--- src/rtl/ivector_heard_serializer.sv ---
// ivector_heard_serializer
//   Accepts one IVector heard(meth, v) call at a time and streams it into the
//   host-bound indication pipe as a word sequence:
//     header  {message length in words [31:16], METHOD_ID [15:0]}
//     meth    NW words, least-significant word first
//     v       NW words, least-significant word first
//   where NW = DATA_WIDTH / WORD_WIDTH.
//
// Ports
//   CLK            clock, all state changes on posedge
//   nRST           synchronous active-low reset
//   heard__ENA     call strobe, honoured only while heard__RDY=1
//   heard_meth     meth argument (DATA_WIDTH)
//   heard_v        v argument (DATA_WIDTH)
//   heard__RDY     serializer idle and able to take a call
//   pipe_enq__ENA  pipe_enq_v carries a valid word
//   pipe_enq_v     outbound word (WORD_WIDTH)
//   pipe_enq__RDY  pipe takes the word on this edge
//   msg_count      messages fully sent since reset (wraps)
module ivector_heard_serializer #(
  parameter int          DATA_WIDTH = 128,
  parameter int          WORD_WIDTH = 32,
  parameter logic [15:0] METHOD_ID  = 16'h1
) (
  input  logic                  CLK,
  input  logic                  nRST,
  input  logic                  heard__ENA,
  input  logic [DATA_WIDTH-1:0] heard_meth,
  input  logic [DATA_WIDTH-1:0] heard_v,
  output logic                  heard__RDY,
  output logic                  pipe_enq__ENA,
  output logic [WORD_WIDTH-1:0] pipe_enq_v,
  input  logic                  pipe_enq__RDY,
  output logic [31:0]           msg_count
);

  localparam int                  NW        = DATA_WIDTH / WORD_WIDTH;
  localparam int                  IDX_W     = (NW > 1) ? $clog2(NW) : 1;
  localparam logic [IDX_W-1:0]    LAST_IDX  = IDX_W'(NW - 1);
  localparam logic [15:0]         MSG_WORDS = 16'(1 + 2 * NW);
  localparam logic [WORD_WIDTH-1:0] HDR_WORD = WORD_WIDTH'({MSG_WORDS, METHOD_ID});

  typedef enum logic [1:0] {
    S_IDLE,
    S_HDR,
    S_METH,
    S_VAL
  } state_t;

  state_t                state;
  state_t                state_nxt;
  logic [IDX_W-1:0]      idx;
  logic [DATA_WIDTH-1:0] meth_p0;
  logic [DATA_WIDTH-1:0] v_p0;
  logic                  last_word;

  function automatic logic [WORD_WIDTH-1:0] word_of(
    input logic [DATA_WIDTH-1:0] d,
    input logic [IDX_W-1:0]      i
  );
    return d[int'(i) * WORD_WIDTH +: WORD_WIDTH];
  endfunction

  assign last_word = (idx == LAST_IDX);

  // Outputs are a function of state/idx only, so a stalled word stays put
  // and there is no combinational path from pipe_enq__RDY.
  always_comb begin
    state_nxt     = state;
    heard__RDY    = 1'b0;
    pipe_enq__ENA = 1'b0;
    pipe_enq_v    = '0;
    case (state)
      S_IDLE: begin
        heard__RDY = 1'b1;
        if (heard__ENA) state_nxt = S_HDR;
      end
      S_HDR: begin
        pipe_enq__ENA = 1'b1;
        pipe_enq_v    = HDR_WORD;
        if (pipe_enq__RDY) state_nxt = S_METH;
      end
      S_METH: begin
        pipe_enq__ENA = 1'b1;
        pipe_enq_v    = word_of(meth_p0, idx);
        if (pipe_enq__RDY && last_word) state_nxt = S_VAL;
      end
      S_VAL: begin
        pipe_enq__ENA = 1'b1;
        pipe_enq_v    = word_of(v_p0, idx);
        if (pipe_enq__RDY && last_word) state_nxt = S_IDLE;
      end
      default: state_nxt = S_IDLE;
    endcase
  end

  // Call capture / word stepping stage
  always_ff @(posedge CLK) begin
    if (!nRST) begin
      state     <= S_IDLE;
      idx       <= '0;
      meth_p0   <= '0;
      v_p0      <= '0;
      msg_count <= '0;
    end else begin
      state <= state_nxt;
      case (state)
        S_IDLE: begin
          if (heard__ENA) begin
            meth_p0 <= heard_meth;
            v_p0    <= heard_v;
            idx     <= '0;
          end
        end
        S_HDR: begin
          if (pipe_enq__RDY) idx <= '0;
        end
        S_METH, S_VAL: begin
          if (pipe_enq__RDY) begin
            idx <= last_word ? '0 : idx + IDX_W'(1);
            if (state == S_VAL && last_word) msg_count <= msg_count + 32'd1;
          end
        end
        default: ;
      endcase
    end
  end

endmodule

--- config.mk ---
export PLATFORM = sky130hd
export DESIGN_NAME = ivector_heard_serializer
export DESIGN_NICKNAME = d
export VERILOG_FILES = /design/src/rtl/ivector_heard_serializer.sv
export SDC_FILE = /design/constraint.sdc
export NUM_CORES = 1
export LEC_CHECK = 0
export ABC_AREA = 0
export BUFFER_PORTS_ARGS = -buffer_cell sky130_fd_sc_hd__clkbuf_2
export CAP_MARGIN = 20
export CELL_PAD_IN_SITES_DETAIL_PLACEMENT = 0
export CELL_PAD_IN_SITES_GLOBAL_PLACEMENT = 1
export CORE_UTILIZATION = 25
export DETAILED_ROUTE_END_ITERATION = 16
export PLACE_DENSITY = 0.56
export SLEW_MARGIN = 20
export SYNTH_ARGS = -nofsm -noshare
export SYNTH_HDL_FRONTEND = slang
export SYNTH_SLANG_ARGS = --single-unit
--- constraint.sdc ---
create_clock -name CLK -period 6.6 [get_ports CLK]
set_input_delay 1.32 -clock CLK [delete_from_list [all_inputs] [get_ports CLK]]
set_output_delay 1.32 -clock CLK [all_outputs]
set_load 0.02 [all_outputs]
==> out/metrics.yaml, run 1 <==
cts:
  cts.sinks: 292
  hold_buffers: 0
  cts.path.max_buffers: 3
  post_cts_resized: 0
  cts-root-buf: "clkbuf_16"
  post_cts_buffers: 0
  numCtsBuffers: 38
  cts_tree: "yes"
  htree_levels: 2
  cts.clk_slew.worst_paths_ns: 0.06
  insertion_delay_ns: 0.55
cells_and_area:
  fillers: 5348
  post-route-util_pct: 32.3
  num_antenna_cells: 0
  seq_area_um2: 5850
  multiInputGateArea_um2: 6100
  nNetsFinal: 1989
  layout-drive-gt1-share_pct: 26.8
  syn_to_final_growth_pct: 27.3
  design_area_um2: 15800
timing:
  fin_skew_ns: 0.0200
  setup_viol: 0
  grt_setup_unrepaired: "no"
  period_share_pct: 67.3
  period_needed_ns: 4.44
  setup_tns_ns: 0
  worst_slew_pin_slew_ns: 1.05
  final_hold_viol_count: 0
  max_slew_margin_pct: 30.2
  fmax_ghz: 0.225
  slew_viol_final: 0
synth:
  yosys_warnings: 0
  ys_ff_latch: 292
  synthArstFlopShare_pct: 0
  avgSynthCellArea_um2: 8.45
  synth_ff_type: "dfxtp_1"
  synth_cell_types: 33
  synth_seq_area_share_pct: 47.2
  synth_nets: 1731
  syn_inst: 1464
  synth_edf_count: 0
  netlist_area_um2: 12400
critical_path:
  cpPeakStageDelay_ns: 0.98
  crit_path_start_kind: "flop"
  rr_worst_depth: 6
  crit_arrival_ns: 3.12
  cp_slowest_cell: "dfxtp_4"
  cp_max_fo: 48
  crit_type: "flop to output pin"
  path_cells: "buf_4, mux4_2, mux2i_1, nor2_1, clkbuf_2"
  rr_endpoint: "msg_count[31]"
  r2r_slack_ns: 3.38
  cp-end-kind: "output pin"
  rr_startpoint: "idx[0]"
  worstPathRequired_ns: 5.28
  crit_start: "idx[0]"
  endpoint: "pipe_enq_v[5]"
die:
  die_w_um: 225
  initial_utilization_pct: 25.3
  fp.coreArea_um2: 48800
  ioPinCount: 326
  rows: 81
  die_y_um: 225
  die_area_um2: 50400
run:
  cap_violations: 0
route:
  finalWirelength_um: 50900
  dr.pass1.iters: 5
  drc: 0
  drtIter0Drc: 764
  num_vias: 11200
  vias_per_cell: 4.65
  routedWlPerCell_um: 21.1
  ant_nets: 0
min_path:
  hold_depth: 2
  hp-class: "flop to flop"
pwr:
  powerDensity_nw_per_um2: 380
  ir_worst_vdd_mv: 0.268
  leakage_nw: 6.11
  finalPower_mw: 5.98
placed_design:
  port_buffers: 325
  place_congestion: 0.837
  dp_hpwl_um: 38000
  placed_area_um2: 14500
global_routing:
  grtUsageTotal_pct: 20.0
  grt_pass1_wl_um: 73300
  grt_max_degree: 205
  grt_pass1_vias: 11300
  gr-total-overflow: 0
  antenna_found_initial: 2
status:
  outcome: "complete, no violations"
[final cells by class]
type	count	area share, %
Multi-Input combinational cell	1051	38.7
Sequential cell	292	37.1
Timing Repair Buffer	332	10.9
Clock buffer	56	7.17
Tap cell	664	5.27
Clock inverter	12	0.604
Inverter	7	0.214
[flip-flops by register name, indices dropped and copies added, names as in the netlist]
| register | cells |
|---|---|
| meth_p0 | 128 |
| v_p0 | 128 |
| msg_count | 32 |
| idx | 2 |
| state | 2 |
[per-stage QoR]
stage | std cells | hold slack [ns] | worst slack [ns]
after floorplan | 1464 | 0.433 | 3.28
after global placement | 2346 | 0.441 | 2.67
after detailed placement | 2346 | 0.446 | 2.63
after CTS | 2414 | 0.454 | 2.03
after global routing | 2414 | 0.466 | 1.90
final | 2414 | 0.454 | 2.16
[cell families (layout without fill, tap and decap cells)]
logic type / count (synthesis) / after routing / synth area share, %
xor+xnor: 23 / 23 / 1.63
compound gates: 280 / 280 / 11.4
flops: 292 / 292 / 47.2
fa+ha+maj: 7 / 7 / 0.708
mux: 99 / 99 / 14.5
simple gates: 642 / 642 / 20.8
buf+inv: 121 / 407 / 3.76
[worst max-delay path: cells and delay by family, from the launching register on]
family | cells | cell delay, ns
flops | 1 | 0.98
mux | 2 | 0.75
buf+inv | 2 | 0.71
simple gates | 1 | 0.08
[where the power goes]
part,switching (mW),total [mW],internal [mW]
combinational,0.996,1.57,0.574
clock,0.808,2.03,1.23
sequential,0.303,2.38,2.07
[synth_stat cells, types with 3 or more instances]
master      n  area share [%]
o21ai_0    10            0.40
buf_2       6            0.24
xnor2_1    17             1.2
nand2_1   523              16
nand4_1     6            0.30
nand3_1    10            0.40
clkbuf_1   96             2.9
nor2_1     62             1.9
and3_1      3            0.15
mux4_2     64              12
nor4_1      5            0.25
and2_1      4            0.20
ha_1        7            0.71
mux2i_1    35             2.8
a21oi_1   268              11
or3_1       6            0.30
dfxtp_1   292              47
buf_1      11            0.33
inv_1       7            0.21
nor3_1      8            0.32
xor2_1      6            0.42
and4_1      4            0.28
[cell usage in the layout (no fill, tap or decap), drive strengths merged]
cell type,netlist,layout
a211oi,1,1
a21boi,1,1
a21oi,268,268
and2,4,4
and3,3,3
and4,6,6
buf,18,7
bufinv,0,1
clkbuf,96,381
clkinv,0,9
dfxtp,292,292
ha,7,7
inv,7,9
mux2i,35,35
mux4,64,64
nand2,523,523
nand2b,2,2
nand3,10,10
nand4,8,8
nand4b,1,1
nor2,62,62
nor3,8,8
nor3b,1,1
nor4,5,5
o21ai,10,10
or3,8,8
or4b,1,1
xnor2,17,17
xor2,6,6
[how the worst min path moves through the flow]
stage,start,end
after global placement,v_p0[68],v_p0[68]
after CTS,v_p0[106],v_p0[106]
after floorplan,meth_p0[127],meth_p0[127]
after global routing,v_p0[30],v_p0[30]
final,v_p0[51],v_p0[51]
after detailed placement,v_p0[106],v_p0[106]
[metal layers]
metal / wire length [um] / GRT usage [%]
met5: 0 / 0
met3: 2920 / 4.09
met4: 1850 / 7.66
met2: 24300 / 33.2
met1: 21800 / 25.5
(Power assumes the default switching activity.)
==> run 2: changes to the inputs <==
--- a/config.mk
+++ b/config.mk
@@ -12,7 +12,7 @@
 export CELL_PAD_IN_SITES_GLOBAL_PLACEMENT = 1
 export CORE_UTILIZATION = 25
 export DETAILED_ROUTE_END_ITERATION = 16
-export PLACE_DENSITY = 0.56
+export PLACE_DENSITY = 0.58
 export SLEW_MARGIN = 20
 export SYNTH_ARGS = -nofsm -noshare
 export SYNTH_HDL_FRONTEND = slang
==> constraint.sdc (replaced) <==
create_clock -name CLK -period 4 [get_ports CLK]
set_input_delay 0.8 -clock CLK [delete_from_list [all_inputs] [get_ports CLK]]
set_output_delay 0.8 -clock CLK [all_outputs]
set_load 0.02 [all_outputs]
==> run 2 against run 1 <==
Critical path depth rose by 1. Largest power group unchanged. First-iteration DRC count fell by 5.5%. Via count fell by 0.37%. Power rose by 67%. Routed wire length fell by 0.68%. Critical path type unchanged. Global-route usage fell by 0.14 points. Largest cell class unchanged. Sequential share of layout area fell by 0.34 points. Clock power rose by 69%. Cell count rose by 0.33%. Die area did not move. Register-to-register slack got worse by 2.2 ns. Sequential power rose by 62%.
==> out/metrics.yaml, run 2 (synthesized netlist as in run 1, its figures left out) <==
global_routing:
  grtUsageTotal_pct: 19.9
  grt_max_degree: 167
  gr-total-overflow: 0
  antenna_found_initial: 0
  grt_pass1_wl_um: 72900
  grt_pass1_vias: 11200
critical_path:
  cp.buffers_inverters: 2
  cp_slowest_cell: "ha_4"
  cp-end-kind: "output pin"
  rr_endpoint: "msg_count[31]"
  crit_path_start_kind: "flop"
  cp_top_family: "adder cells"
  path_cells: "ha_4, buf_4, mux4_2, mux2i_1, nor2_1, clkbuf_2"
  cp_max_fo: 57
  rr_worst_depth: 6
  cpPeakStageDelay_ns: 0.80
  crit_arrival_ns: 3.03
  r2r_slack_ns: 1.15
  worstPathRequired_ns: 3.20
  crit_type: "flop to output pin"
  rr_startpoint: "idx[0]"
pwr:
  ir_worst_vdd_mv: 0.517
  leakage_nw: 6.17
  finalPower_mw: 10.0
  powerDensity_nw_per_um2: 629
min_path:
  holdPathEnd: "meth_p0[75]"
  hp-class: "flop to flop"
  hold_depth: 2
  hold_path.startpoint: "meth_p0[75]"
timing:
  grt_setup_unrepaired: "no"
  setup_viol: 0
  slew_viol_final: 0
  fin_skew_ns: 0.0162
  period_needed_ns: 3.83
  fmax_ghz: 0.261
  hold_slack_ns: 0.451
  final_hold_viol_count: 0
  setup_tns_ns: 0
  period_share_pct: 95.9
  worst_slew_pin_slew_ns: 0.945
  max_slew_margin_pct: 37.0
die:
  die_area_um2: 50400
  rows: 81
  die_w_um: 225
  fp.coreArea_um2: 48800
  ioPinCount: 326
  initial_utilization_pct: 25.3
  die_y_um: 225
cts:
  post_cts_buffers: 0
  insertion_delay_ns: 0.55
  hold_buffers: 0
  htree_levels: 2
  cts_tree: "yes"
  numCtsBuffers: 38
  cts-root-buf: "clkbuf_16"
  cts.path.max_buffers: 3
  cts.clk_slew.worst_paths_ns: 0.06
  post_cts_resized: 0
  cts.sinks: 292
cells_and_area:
  layout-drive-gt1-share_pct: 26.8
  design_area_um2: 15900
  syn_to_final_growth_pct: 28.5
  nNetsFinal: 1996
  num_antenna_cells: 0
  post-route-util_pct: 32.6
  mostFrequentLayoutCells: "nand2_1, clkbuf_2, dfxtp_1, a21oi_1, mux4_2"
  final_common_cell: "nand2_1"
  biggestRegsByFlops: "meth_p0 (128), v_p0 (128), msg_count (32)"
status:
  outcome: "complete, no violations"
placed_design:
  dp_hpwl_um: 37600
  place_congestion: 0.855
  port_buffers: 325
  placed_area_um2: 14600
route:
  ant_nets: 0
  vias_per_cell: 4.62
  num_vias: 11200
  dr.pass1.iters: 4
  routedWlPerCell_um: 20.9
  finalWirelength_um: 50500
  drtIter0Drc: 722
  drc: 0
run:
  cap_violations: 0
[run 2: worst max path at each step]
stage | endpoint | cells past startpoint | start
floorplan | pipe_enq_v[0] | 6 | state[1]
CTS | pipe_enq_v[25] | 6 | state[1]
detailed placement | pipe_enq_v[25] | 6 | state[1]
global route | pipe_enq_v[25] | 6 | state[1]
global placement | pipe_enq_v[16] | 5 | state[1]
finish | pipe_enq_v[25] | 6 | state[1]
[run 2: metal layers]
metal | up-vias | global-route usage, % | share of wire (%)
li1 | 5462 | - | -
met1 | 5341 | 24.9 | 43
met2 | 312 | 32.9 | 48
met3 | 74 | 4.38 | 5.6
met4 | 0 | 8.10 | 3.9
met5 | - | 0 | 0
[run 2: area by class of cell]
type                    instances  area, um^2
well taps                     664         831
repair buffers                339        1830
multi-input cells            1051        6100
clock buffers                  61        1160
clock inverters                 8        93.8
flip-flops and latches        292        5850
fillers                      5314       32900
inverters                       7        33.8
[run 2: per-stage QoR]
stage / worst slack, ns / cells
after floorplan: 1.20 / 1464
after global placement: 0.843 / 2353
after detailed placement: 0.758 / 2353
after CTS: 0.169 / 2422
after global routing: 0.0339 / 2422
final: 0.165 / 2422
[run 2: worst register-to-register path, delay by kind of cell, from the launching register on]
kind	cells	cell delay, ns
adder cells (fa/ha/maj)	1	0.32
AO/OA/AOI/OAI	1	0.13
flip-flops	1	0.71
AND/OR/NAND/NOR	4	1.61
[run 2: power by group]
| part | switching [mW] | total [mW] | internal (mW) | leakage [nW] |
|---|---|---|---|---|
| logic | 1.70 | 2.70 | 0.995 | 3.16 |
| registers | 0.439 | 3.86 | 3.42 | 2.39 |
| clock network | 1.33 | 3.44 | 2.11 | 0.617 |
| total | 3.47 | 10.0 | 6.53 | 6.17 |
==> run 3: changes to the inputs <==
--- a/config.mk
+++ b/config.mk
@@ -10,9 +10,10 @@
 export CAP_MARGIN = 20
 export CELL_PAD_IN_SITES_DETAIL_PLACEMENT = 0
 export CELL_PAD_IN_SITES_GLOBAL_PLACEMENT = 1
-export CORE_UTILIZATION = 25
+export CORE_UTILIZATION = 35
 export DETAILED_ROUTE_END_ITERATION = 16
-export PLACE_DENSITY = 0.58
+export PLACE_DENSITY = 0.76
+export RECOVER_POWER = 100
 export SLEW_MARGIN = 20
 export SYNTH_ARGS = -nofsm -noshare
 export SYNTH_HDL_FRONTEND = slang
==> run 3 against run 2 <==
The run now ends with max-capacitance violations, max-slew violations left. Power is 4.9% lower. Clock skew shrank 0.0015 ns. Clock-buffer cell count is 11 lower. Combinational power is 6% lower. Maximum frequency grew 0.23%. Global-route usage up 3.1 points. Critical path depth stayed put. Design area shrank 3.2%.
==> out/metrics.yaml, run 3 (synthesized netlist as in run 1, its figures left out) <==
route:
  routedWlPerCell_um: 19.1
  num_vias: 11100
  vias_per_cell: 5.03
  ant_nets: 0
  drtIter0Drc: 702
  finalWirelength_um: 42100
  drc: 0
  dr.pass1.iters: 5
timing:
  period_needed_ns: 3.83
  period_share_pct: 95.6
  setup_tns_ns: 0
  hold_slack_ns: 0.453
  worst_slew_pin_slew_ns: 2.01
  fmax_ghz: 0.261
  grt_setup_unrepaired: "no"
  slew_viol_final: 59
  final_hold_viol_count: 0
  setup_viol: 0
  fin_skew_ns: 0.0146
  max_slew_margin_pct: -34.1
cells_and_area:
  mostFrequentLayoutCells: "nand2_1, dfxtp_1, a21oi_1, clkbuf_2, clkbuf_1"
  fin_cells: 2206
  syn_to_final_growth_pct: 24.4
  biggestRegsByFlops: "meth_p0 (128), v_p0 (128), msg_count (32)"
  layout-drive-gt1-share_pct: 23.3
  nNetsFinal: 1995
  post-route-util_pct: 44.5
  final_common_cell: "nand2_1"
critical_path:
  crit_path_start_kind: "flop"
  endpoint: "pipe_enq_v[19]"
  rr_endpoint: "meth_p0[79]"
  worstPathRequired_ns: 3.20
  cp-end-kind: "output pin"
  cp_max_fo: 47
  crit_type: "flop to output pin"
  rr_startpoint: "state[1]"
  crit_start: "state[1]"
  crit_arrival_ns: 3.03
  r2r_slack_ns: 0.41
  rr_worst_depth: 6
die:
  die_y_um: 190
  die_area_um2: 36100
  rows: 68
  die_w_um: 190
  ioPinCount: 326
  initial_utilization_pct: 35.7
  fp.coreArea_um2: 34600
placed_design:
  place_congestion: 0.948
  port_buffers: 325
  dp_hpwl_um: 31500
  place_inst: 2147
global_routing:
  antenna_found_initial: 4
  grt_pass1_wl_um: 62500
  grtUsageTotal_pct: 23.0
  grt_pass1_vias: 10900
  grt_max_degree: 132
  gr-total-overflow: 0
cts:
  cts.path.max_buffers: 3
  cts.sinks: 292
  insertion_delay_ns: 0.51
  cts-root-buf: "clkbuf_16"
  cts_tree: "yes"
  post_cts_buffers: 0
  hold_buffers: 0
  post_cts_resized: 0
  cts.clk_slew.worst_paths_ns: 0.06
  htree_levels: 2
  numCtsBuffers: 34
pwr:
  ir_worst_vdd_mv: 0.378
  leakage_nw: 5.89
  finalPower_mw: 9.51
  powerDensity_nw_per_um2: 617
run:
  cap_violations: 1
status:
  violations: "max-capacitance violations, max-slew violations"
  outcome: "finished, violations left"
min_path:
  hp-class: "flop to flop"
-- run 3: area by class of cell --
cell class | count | area [um^2]
Clock buffer | 50 | 1000
Antenna cell | 1 | 2.50
Clock inverter | 8 | 121
Timing Repair Buffer | 342 | 1750
Fill cell | 3561 | 19200
Multi-Input combinational cell | 1051 | 6070
Sequential cell | 292 | 5850
Inverter | 7 | 33.8
Tap cell | 455 | 569
-- run 3: metrics by stage --
| step | cell area, um^2 | worst slack, ns |
|---|---|---|
| 4_1_cts | 15500 | 0.177 |
| 5_1_grt | 15400 | 0.0219 |
| 2_1_floorplan | 12400 | 1.20 |
| 6_report | 15400 | 0.174 |
| 3_5_place_dp | 14400 | 0.710 |
| 3_3_place_gp | 14400 | 0.805 |
-- run 3: worst max-delay path, stage by stage, from the launching register on --
cell and delay (ns):
dfxtp_1 0.62, ha_4 0.70, buf_4 0.40, mux4_2 0.34, mux2i_1 0.14, a21oi_1 0.09
clkbuf_2 0.20
-- run 3: worst min-delay path by stage --
stage | end | startpoint | cells after the start
5_1_grt | v_p0[59] | v_p0[59] | 2
4_1_cts | v_p0[97] | v_p0[97] | 2
3_5_place_dp | v_p0[97] | v_p0[97] | 2
2_1_floorplan | meth_p0[127] | meth_p0[127] | 2
3_3_place_gp | v_p0[48] | v_p0[48] | 2
6_report | v_p0[25] | v_p0[25] | 2
-- run 3: report_power, final --
part,internal (mW),switching (mW)
registers,3.42,0.420
clock network,1.93,1.20
logic,0.984,1.56
total,6.33,3.18
-- run 3: layer usage --
layer / GRT usage (%) / vias up / part of all wire, %
li1: - / 5441 / -
met4: 7.63 / 6 / 3.1
met5: 0 / - / 0.11
met2: 43.8 / 363 / 54
met1: 25.4 / 5222 / 37
met3: 4.06 / 71 / 6.1
